$ cat config.mk
export PLATFORM = sky130hd
export DESIGN_NAME = instr_loader_flat
export DESIGN_NICKNAME = d
export VERILOG_FILES = /design/src/rtl/instr_loader_if.sv /design/src/rtl/instr_loader.sv /design/src/flat_wrapper.sv
export SDC_FILE = /design/constraint.sdc
export NUM_CORES = 1
export LEC_CHECK = 0
export CAP_MARGIN = 20
export CORE_MARGIN = 3
export CORE_UTILIZATION = 47
export CTS_CLUSTER_DIAMETER = 60
export DETAILED_ROUTE_END_ITERATION = 8
export PLACE_DENSITY = 0.76
export REMOVE_ABC_BUFFERS = 1
export SLEW_MARGIN = 10
export SYNTH_ARGS = -nofsm -noshare
export SYNTH_HDL_FRONTEND = slang
export SYNTH_SLANG_ARGS = --single-unit
$ cat constraint.sdc
create_clock -name clk -period 2.42 [get_ports clk]
set_clock_uncertainty 0.15 [all_clocks]
set_input_delay 0.484 -clock clk [delete_from_list [all_inputs] [get_ports clk]]
set_output_delay 0.484 -clock clk [all_outputs]
set_load 0.02 [all_outputs]
$ cat src/rtl/instr_loader_if.sv
// Byte-stream loader bus: host control, byte stream and instruction-memory write port.
//   Host side  : start, word_count, rx_data, rx_valid -> loader; rx_ready <- loader
//   Memory side: WE, WA, WD (word-aligned write port)
//   Status     : cpu_hold, busy, done, err, loaded_words
// master = host/CPU-side driver of requests, slave = the loader itself.
interface instr_loader_if;
    logic        start;
    logic [6:0]  word_count;
    logic [7:0]  rx_data;
    logic        rx_valid;
    logic        rx_ready;
    logic        WE;
    logic [31:0] WA;
    logic [31:0] WD;
    logic        cpu_hold;
    logic        busy;
    logic        done;
    logic        err;
    logic [6:0]  loaded_words;

    modport master (
        output start, word_count, rx_data, rx_valid,
        input  rx_ready, WE, WA, WD, cpu_hold, busy, done, err, loaded_words
    );

    modport slave (
        input  start, word_count, rx_data, rx_valid,
        output rx_ready, WE, WA, WD, cpu_hold, busy, done, err, loaded_words
    );
endinterface

$ cat src/rtl/instr_loader.sv
// Instruction loader: receives a byte stream, packs it little-endian into
// 32-bit words, writes them to instruction memory from address 0 upward,
// then checks a trailing XOR checksum byte. Holds the CPU while loading.
//   clk   : rising-edge clock
//   reset : asynchronous active-low reset
//   bus   : instr_loader_if.slave (request, byte stream, memory write, status)
// All outputs are registered; each output register is loaded from the value
// it must carry in the next state, so outputs line up with the state register.
module instr_loader #(
    parameter int unsigned DEPTH = 64
) (
    input  logic          clk,
    input  logic          reset,
    instr_loader_if.slave bus
);

    // word_count is 7 bits wide, so DEPTH is expected to be at most 127
    localparam int unsigned IDX_W   = (DEPTH > 1) ? $clog2(DEPTH) : 1;
    localparam logic [7:0]  DEPTH_L = 8'(DEPTH);

    typedef enum logic [2:0] {
        IDLE   = 3'd0,
        RECV   = 3'd1,
        WRITE  = 3'd2,
        CHECK  = 3'd3,
        FINISH = 3'd4
    } state_e;

    state_e             state_q,    state_d;
    logic [1:0]         byte_idx_q, byte_idx_d;
    logic [IDX_W-1:0]   word_idx_q, word_idx_d;
    logic [6:0]         count_q,    count_d;
    logic [7:0]         csum_q,     csum_d;
    logic [31:0]        asm_q,      asm_d;

    logic               rx_ready_q, rx_ready_d;
    logic               we_q,       we_d;
    logic [31:0]        wa_q,       wa_d;
    logic [31:0]        wd_q,       wd_d;
    logic               busy_q,     busy_d;
    logic               done_q,     done_d;
    logic               err_q,      err_d;
    logic [6:0]         loaded_q,   loaded_d;

    logic               accept_c;
    logic               count_ok_c;

    // A byte is consumed only when both sides agree in the same cycle
    assign accept_c   = bus.rx_valid && rx_ready_q;
    assign count_ok_c = (bus.word_count != 7'd0) && ({1'b0, bus.word_count} <= DEPTH_L);

    // Next-state and next-output logic
    always_comb begin
        state_d    = state_q;
        byte_idx_d = byte_idx_q;
        word_idx_d = word_idx_q;
        count_d    = count_q;
        csum_d     = csum_q;
        asm_d      = asm_q;
        wa_d       = wa_q;
        wd_d       = wd_q;
        err_d      = err_q;
        loaded_d   = loaded_q;

        unique case (state_q)
            IDLE: begin
                if (bus.start) begin
                    if (count_ok_c) begin
                        state_d    = RECV;
                        err_d      = 1'b0;
                        loaded_d   = 7'd0;
                        byte_idx_d = 2'd0;
                        word_idx_d = '0;
                        csum_d     = 8'd0;
                        asm_d      = 32'd0;
                        count_d    = bus.word_count;
                    end else begin
                        // Bad count: report failure without touching memory
                        state_d  = FINISH;
                        err_d    = 1'b1;
                        loaded_d = 7'd0;
                    end
                end
            end

            RECV: begin
                if (accept_c) begin
                    asm_d[{byte_idx_q, 3'b000} +: 8] = bus.rx_data;
                    csum_d     = csum_q ^ bus.rx_data;
                    byte_idx_d = byte_idx_q + 2'd1;
                    if (byte_idx_q == 2'd3) begin
                        // Word complete: present it on the write port next cycle
                        state_d  = WRITE;
                        wa_d     = 32'({word_idx_q, 2'b00});
                        wd_d     = asm_d;
                        loaded_d = loaded_q + 7'd1;
                    end
                end
            end

            WRITE: begin
                // loaded_q already counts the word being written
                if (loaded_q == count_q) begin
                    state_d = CHECK;
                end else begin
                    state_d    = RECV;
                    word_idx_d = word_idx_q + IDX_W'(1);
                end
            end

            CHECK: begin
                if (accept_c) begin
                    if (bus.rx_data != csum_q) begin
                        err_d = 1'b1;
                    end
                    state_d = FINISH;
                end
            end

            FINISH: begin
                state_d = IDLE;
            end

            default: begin
                state_d = IDLE;
            end
        endcase

        rx_ready_d = (state_d == RECV) || (state_d == CHECK);
        we_d       = (state_d == WRITE);
        busy_d     = (state_d != IDLE);
        done_d     = (state_d == FINISH);
    end

    // State and output registers
    always_ff @(posedge clk or negedge reset) begin
        if (!reset) begin
            state_q    <= IDLE;
            byte_idx_q <= 2'd0;
            word_idx_q <= '0;
            count_q    <= 7'd0;
            csum_q     <= 8'd0;
            asm_q      <= 32'd0;
            rx_ready_q <= 1'b0;
            we_q       <= 1'b0;
            wa_q       <= 32'd0;
            wd_q       <= 32'd0;
            busy_q     <= 1'b0;
            done_q     <= 1'b0;
            err_q      <= 1'b0;
            loaded_q   <= 7'd0;
        end else begin
            state_q    <= state_d;
            byte_idx_q <= byte_idx_d;
            word_idx_q <= word_idx_d;
            count_q    <= count_d;
            csum_q     <= csum_d;
            asm_q      <= asm_d;
            rx_ready_q <= rx_ready_d;
            we_q       <= we_d;
            wa_q       <= wa_d;
            wd_q       <= wd_d;
            busy_q     <= busy_d;
            done_q     <= done_d;
            err_q      <= err_d;
            loaded_q   <= loaded_d;
        end
    end

    assign bus.rx_ready     = rx_ready_q;
    assign bus.WE           = we_q;
    assign bus.WA           = wa_q;
    assign bus.WD           = wd_q;
    assign bus.cpu_hold     = busy_q;
    assign bus.busy         = busy_q;
    assign bus.done         = done_q;
    assign bus.err          = err_q;
    assign bus.loaded_words = loaded_q;

endmodule

$ cat src/flat_wrapper.sv
// flat-port wrapper written by rule: the top's interface ports become plain ports
module instr_loader_flat 
#(
    parameter int unsigned DEPTH = 64
)
  (clk, reset, bus_start, bus_word_count, bus_rx_data, bus_rx_valid, bus_rx_ready, bus_WE, bus_WA, bus_WD, bus_cpu_hold, bus_busy, bus_done, bus_err, bus_loaded_words);
  instr_loader_if bus_i ();
  input  logic clk;
  input  logic reset;
  input wire logic [$bits(bus_i.start)-1:0] bus_start;
  input wire logic [$bits(bus_i.word_count)-1:0] bus_word_count;
  input wire logic [$bits(bus_i.rx_data)-1:0] bus_rx_data;
  input wire logic [$bits(bus_i.rx_valid)-1:0] bus_rx_valid;
  output wire logic [$bits(bus_i.rx_ready)-1:0] bus_rx_ready;
  output wire logic [$bits(bus_i.WE)-1:0] bus_WE;
  output wire logic [$bits(bus_i.WA)-1:0] bus_WA;
  output wire logic [$bits(bus_i.WD)-1:0] bus_WD;
  output wire logic [$bits(bus_i.cpu_hold)-1:0] bus_cpu_hold;
  output wire logic [$bits(bus_i.busy)-1:0] bus_busy;
  output wire logic [$bits(bus_i.done)-1:0] bus_done;
  output wire logic [$bits(bus_i.err)-1:0] bus_err;
  output wire logic [$bits(bus_i.loaded_words)-1:0] bus_loaded_words;
  assign bus_i.start = bus_start;
  assign bus_i.word_count = bus_word_count;
  assign bus_i.rx_data = bus_rx_data;
  assign bus_i.rx_valid = bus_rx_valid;
  assign bus_rx_ready = bus_i.rx_ready;
  assign bus_WE = bus_i.WE;
  assign bus_WA = bus_i.WA;
  assign bus_WD = bus_i.WD;
  assign bus_cpu_hold = bus_i.cpu_hold;
  assign bus_busy = bus_i.busy;
  assign bus_done = bus_i.done;
  assign bus_err = bus_i.err;
  assign bus_loaded_words = bus_i.loaded_words;
  instr_loader #(.DEPTH(DEPTH)) u_core (.clk(clk), .reset(reset), .bus(bus_i));
endmodule
## Word level (Yosys, flattened, before mapping)

Cells that the tools add are included.

| word-level totals | value |
|---|---|
| flip-flop bits (word level) | 108 |
| logic and storage cells | 87 |

| operators by class | value |
|---|---|
| add/sub/neg operators | 4 |
| $lt $le $gt $ge | 1 |
| eq/ne operators | 17 |
| shift-type cells | 2 |
| muxes and demuxes | 33 |
| bitwise gates (word level) | 1 |
| reduce and logical (&&, ||, !) cells | 15 |

Operators with widths:

| operator | count |
|---|---|
| 2-to-1 mux 32 bit | 3 |
| one-hot mux 32 bit (2 select lines) | 1 |
| bitwise mux 32 bit | 1 |
| variable shift 8 x 7 -> 32 bit (first input constant) | 1 |
| variable part select 8 x 7 -> 32 bit | 1 |
| 2-to-1 mux 8 bit | 3 |
| 2-to-1 mux 7 bit | 3 |
| 2-to-1 mux 6 bit | 3 |
| one-hot mux 8 bit (2 select lines) | 1 |
| AND reduction 4 bit | 4 |
| 2-to-1 mux 3 bit | 5 |
| one-hot mux 7 bit (2 select lines) | 1 |
| equality test 3 x 2 -> 1 bit (second input constant) | 4 |
| one-hot mux 3 bit (4 select lines) | 1 |
| one-hot mux 6 bit (2 select lines) | 1 |
| != test 2 x 1 -> 1 bit (second input constant) | 5 |
| 2-to-1 mux 2 bit | 4 |
| != test 8 bit | 1 |
| XOR 8 bit | 1 |
| adder 7 x 1 -> 7 bit (second input constant) | 1 |
| equality test 7 bit | 1 |
| <= comparator 7 bit (second input constant) | 1 |
| negator 5 -> 7 bit | 1 |
| nonzero test 7 bit | 1 |
| other kinds (15) | 24 |

## Logic depth before layout (Yosys ltp)

| logic depth | value |
|---|---|
| depth in word-level cells | 7 |
| depth in mapped cells | 8 |

## Worst setup path before layout

Ideal clock, no wire load.

| timing path | value |
|---|---|
| path kind | reg-to-reg |
| start | reg u_core.byte_idx_q[0] |
| end | reg u_core.asm_q[24] |
| library setup time | 0.066 ns |
| arrival | 2.291 ns |
| path slack | -0.088 ns |
| stages on the path, launching flop included | 7 |
| buffers on the path | 1 |
| clock period less this slack | 2.508 ns |
| cell sequence | dfrtp_1 -> inv_1 -> ha_1 -> nor4b_1 -> and2_1 -> buf_1 -> a22o_1 |

| on the way | value |
|---|---|
| cells in the longest elaborated chain, start to end | 5 |
| elaborated cells between the ends (all ways) | 6 |

RTL lines:

| what | RTL line | RTL |
|---|---|---|
| from (decl) | instr_loader.sv:30 | `logic [1:0] byte_idx_q, byte_idx_d;` |
| from (signal assigned) | instr_loader.sv:154 | `byte_idx_q <= byte_idx_d;` |
| negator 5 -> 7 bit * | instr_loader.sv:88 | `asm_d[{byte_idx_q, 3'b000} +: 8] = bus.rx_data;` |
| variable part select 8 x 7 -> 32 bit or variable shift 8 x 7 -> 32 bit (tied branches) | instr_loader.sv:88 |  |
| bitwise mux 32 bit * | instr_loader.sv:88 |  |
| 2-to-1 mux 32 bit * | instr_loader.sv:87 | `if (accept_c) begin` |
| one-hot mux 32 bit (2 select lines) * | instr_loader.sv:65 | `unique case (state_q)` |
| to (signal assigned) | instr_loader.sv:158 | `asm_q <= asm_d;` |
| to (decl) | instr_loader.sv:34 | `logic [31:0] asm_q, asm_d;` |

Every way passes the cells marked *; elsewhere a longest branch is shown, timed or not. The select of a mux whose other input is x is not followed.
A chain may end at the register's enable or synchronous reset.

## Worst setup path in the final report

| timing path | value |
|---|---|
| start | in bus_word_count[2] |
| end | reg u_core.asm_q[24] |

| on the way | value |
|---|---|
| cells in the longest elaborated chain, start to end | 4 |
| elaborated cells between the ends (all ways) | 5 |

RTL lines:

| what | RTL line | RTL |
|---|---|---|
| from (decl) | flat_wrapper.sv:11 | `input wire logic [$bits(bus_i.word_count)-1:0] bus_word_count;` |
| <= comparator 7 bit or nonzero test 7 bit (tied branches) | instr_loader.sv:50 | `assign count_ok_c = (bus.word_count != 7'd0) && ({1'b0, bus.word_count} <= DEPTH_L);` |
| logical AND 1 bit * | instr_loader.sv:50 |  |
| != test 2 x 1 -> 1 bit (no line) * | n/a |  |
| AND reduction 4 bit (no line) * | n/a |  |

Every way passes the cells marked *; elsewhere a longest branch is shown, timed or not.

==> impl_results.md <==
- Outcome: completed
- DR vias: 3948
- # port buffers: 69
- Critical Path RT: 2580 ps
- Worst vdd ir: 0.560 mV
- Fraction of registers with async set/reset: 100%
- Yosys top cell area share: 52.0%
- DR WL/cell: 15.9 um
- Global-route wire length before repair: 19200 um
- Synthesized area: 5190 um2
- Mapped Avg Cell Area: 10.0 um2
- Final worst path period share: 98.6%
- Remaining DRCs: 0
- CP Capture Type: flip-flop
- Mapped Cells: 518
- Final total power: 5510 uW
- Overflow after GRT: 0
- Total wire length: 11700 um
- Number of vias per cell: 5.36
- TritonCTS clock tree: done
- RSZ-0062 raised after global routing: no
- Pre-CTS setup slack: -605 ps
- CP max FO: 8
- Clk_lat worst skew: 370 ps
- Final slew viol count: 0
- # diodes: 0
- Final hold vios: 0
- HPWL Detailed: 8280 um
- Full die area: 12300 um2
- Iter 0 DRT Violations: 312
- CTS root buffer: clkbuf_8
- Sequential cell area: 2700 um2
- Site Rows: 37
- Setup TNS: 0 ps
- FILL cells: 906
- Final setup margin: 33.6 ps
- Cell type with the largest total area after synthesis: dfrtp_1
- Ys flop type: dfrtp_1
- Max Clk Rate: 419 MHz
- I/O Pins: 96
- Die Height: 111 um
- DRT antenna net count: 0
- Hold wc startpoint: u_core.bus.WD[15]
- Layout cell share with drive strength beyond 1: 12.0%
- Worst rel slew slack: 51.4%
- DIE WIDTH: 111 um
- Fin crit period: 2390 ps
- Yosys reg bits: 108
- Setup Viol. Count Final: 0
- Worst Tran Pin Value: 721 ps
- Top cells by area, synth: dfrtp_1 (52%), a22o_1 (5.6%), a21oi_1 (4.4%)
- WP data arrival: 2550 ps
- Reg2reg start: u_core.byte_idx_q[0]
- Clock sink count: 108
- CTS Buffer Depth: 2
- Number of flops mapped to enable cells by yosys: 0
- WS Path Type: in2reg
- Synth warn: 0
- Initial antenna violation count: 0
- Initial Util: 49.2%
- Area grow syn2layout: 22.6%
- Hold WC Path Type: reg2reg
- Total core area: 10600 um2
- Startpoint types: input port
- Routability cong.: 0.859
- 1st-pass router iterations: 4
- Cts bufs inserted: 9
- Multi-input logic area: 2240 um2
- Power per cell area: 865 nW/um2
- Final nets: 623
- H-Tree Depth: 3
- Vias in the first global route: 3803
- Largest net degree at the start of global routing: 68
- Clock-pin slew on the worst setup and hold paths: 110 ps
- Sequential fraction of the synthesis area: 52.0%
- All-Layer GR Usage: 19.0%
- Pleak: 0.00286 uW
- Distinct cells, synth: 46
- Max-cap violations: 0
- CP startpoint: bus_word_count[2]
## cell families after synthesis
| group | Yosys count | synth area share [%] |
|---|---|---|
| AOI/OAI and AO/OA | 156 | 18.5 |
| xor gates and xnor gates | 20 | 3.37 |
| adders and majority gates | 8 | 1.93 |
| buffers and inverters | 71 | 7.42 |
| DFF | 108 | 52.0 |
| muxes | 11 | 2.38 |
| other | 1 | 0.0722 |
| and+or+nand+nor | 143 | 14.2 |
## sequential cells by signal, summed over array words and instances, names as in the netlist
register and count:
u_core.asm_q 32, u_core.bus.rx_ready 1, u_core.bus.loaded_words 7, u_core.bus.WE 1, u_core.bus.done 1, u_core.count_q 7
u_core.csum_q 8, u_core.bus.WD 32, u_core.word_idx_q 6, u_core.state_q 3, u_core.bus.busy 1, u_core.bus.err 1
u_core.bus.WA 6, u_core.byte_idx_q 2
## report_power, final
group	total (uW)	switching [uW]	internal, uW	leakage, uW
Combinational	1940	1070	870	0.00128
Sequential	2400	276	2130	0.00147
Clock	1170	666	504	0.000110
## critical path: stages
cell             delay (ps)
clkdlybuf4s50_1         440
or4_4                   470
or4_4                   490
a21boi_4                290
or3_4                   230
a22o_1                  150
## cell usage after synthesis (all sizes together) (2+ instances only)
| cell type | n |
|---|---|
| nand2 | 52 |
| or4 | 2 |
| nor2b | 33 |
| nor3 | 4 |
| clkbuf | 23 |
| nand3 | 7 |
| a41o | 2 |
| buf | 39 |
| o211ai | 2 |
| mux2 | 11 |
| a22o | 33 |
| a21oi | 46 |
| nand4 | 2 |
| nor2 | 19 |
| and2 | 7 |
| inv | 9 |
| o31ai | 3 |
| ha | 8 |
| o21ai | 63 |
| nor4 | 2 |
| or3 | 7 |
| dfrtp | 108 |
| xor2 | 13 |
| a21boi | 2 |
| nor4bb | 2 |
| xnor2 | 7 |
## metrics by stage
step	cell area (um2)	util, %	hold slack, ps	cells
detailed placement	6090	57.7	296	718
global placement	6090	57.7	290	718
global route	6370	60.3	335	737
finish	6370	60.3	339	737
floorplan	4940	-	38.4	481
CTS	6360	60.3	328	736
## layout make-up
class,instances,area share (%)
Clock inverter,7,1.47
Inverter,9,0.530
Timing Repair Buffer,104,15.8
Multi-Input combinational cell,364,35.2
Clock buffer,9,1.94
Sequential cell,108,42.4
Tap cell,136,2.67
## final timing paths
path	to	slack (ps)	cells past startpoint
setup / recovery	u_core.asm_q[24]	30	6
hold / removal	u_core.bus.WD[15]	340	2
setup reg to reg	u_core.asm_q[24]	220	5
hold reg to reg	u_core.bus.WD[15]	340	2
max in group asynchronous	u_core.state_q[2]	1010	3
min in group asynchronous	u_core.bus.WD[25]	420	2
## per-layer routing
metal	global-route usage [%]	wire (um)	part of all wire [%]	vias up
met5	0	0	0	-
met4	4.14	63	0.54	0
met3	4.31	782	6.7	7
met2	29.8	5530	47	142
met1	27.2	5340	46	1904
li1	-	-	-	1895
## cells in the final DEF, fill, tap and decap left out, drive strengths merged, types with 2 or more instances in the layout
| master | count |
|---|---|
| clkdlybuf4s50 | 65 |
| nor4 | 2 |
| nor3 | 4 |
| clkbuf | 9 |
| nand3 | 7 |
| inv | 11 |
| a41o | 2 |
| mux2 | 11 |
| or3 | 7 |
| dfrtp | 108 |
| nand4 | 2 |
| buf | 35 |
| a21boi | 2 |
| conb | 26 |
| dlygate4sd2 | 3 |
| nor2b | 33 |
| and2 | 7 |
| o211ai | 2 |
| clkinv | 4 |
| a22o | 33 |
| ha | 8 |
| nor4bb | 2 |
| nand2 | 52 |
| xnor2 | 7 |
| or4 | 2 |
| o31ai | 3 |
| o21ai | 63 |
| xor2 | 13 |
| a21oi | 46 |
| nor2 | 19 |
## what timing repair did
item                       CTS  global route
hold buffers                 1             0
hold endpoints to repair    28             0
setup endpoints to repair   46            34
setup buffers                1             1
resized for setup           11             0
pin swaps                    8             3
(Power assumes the default switching activity.)
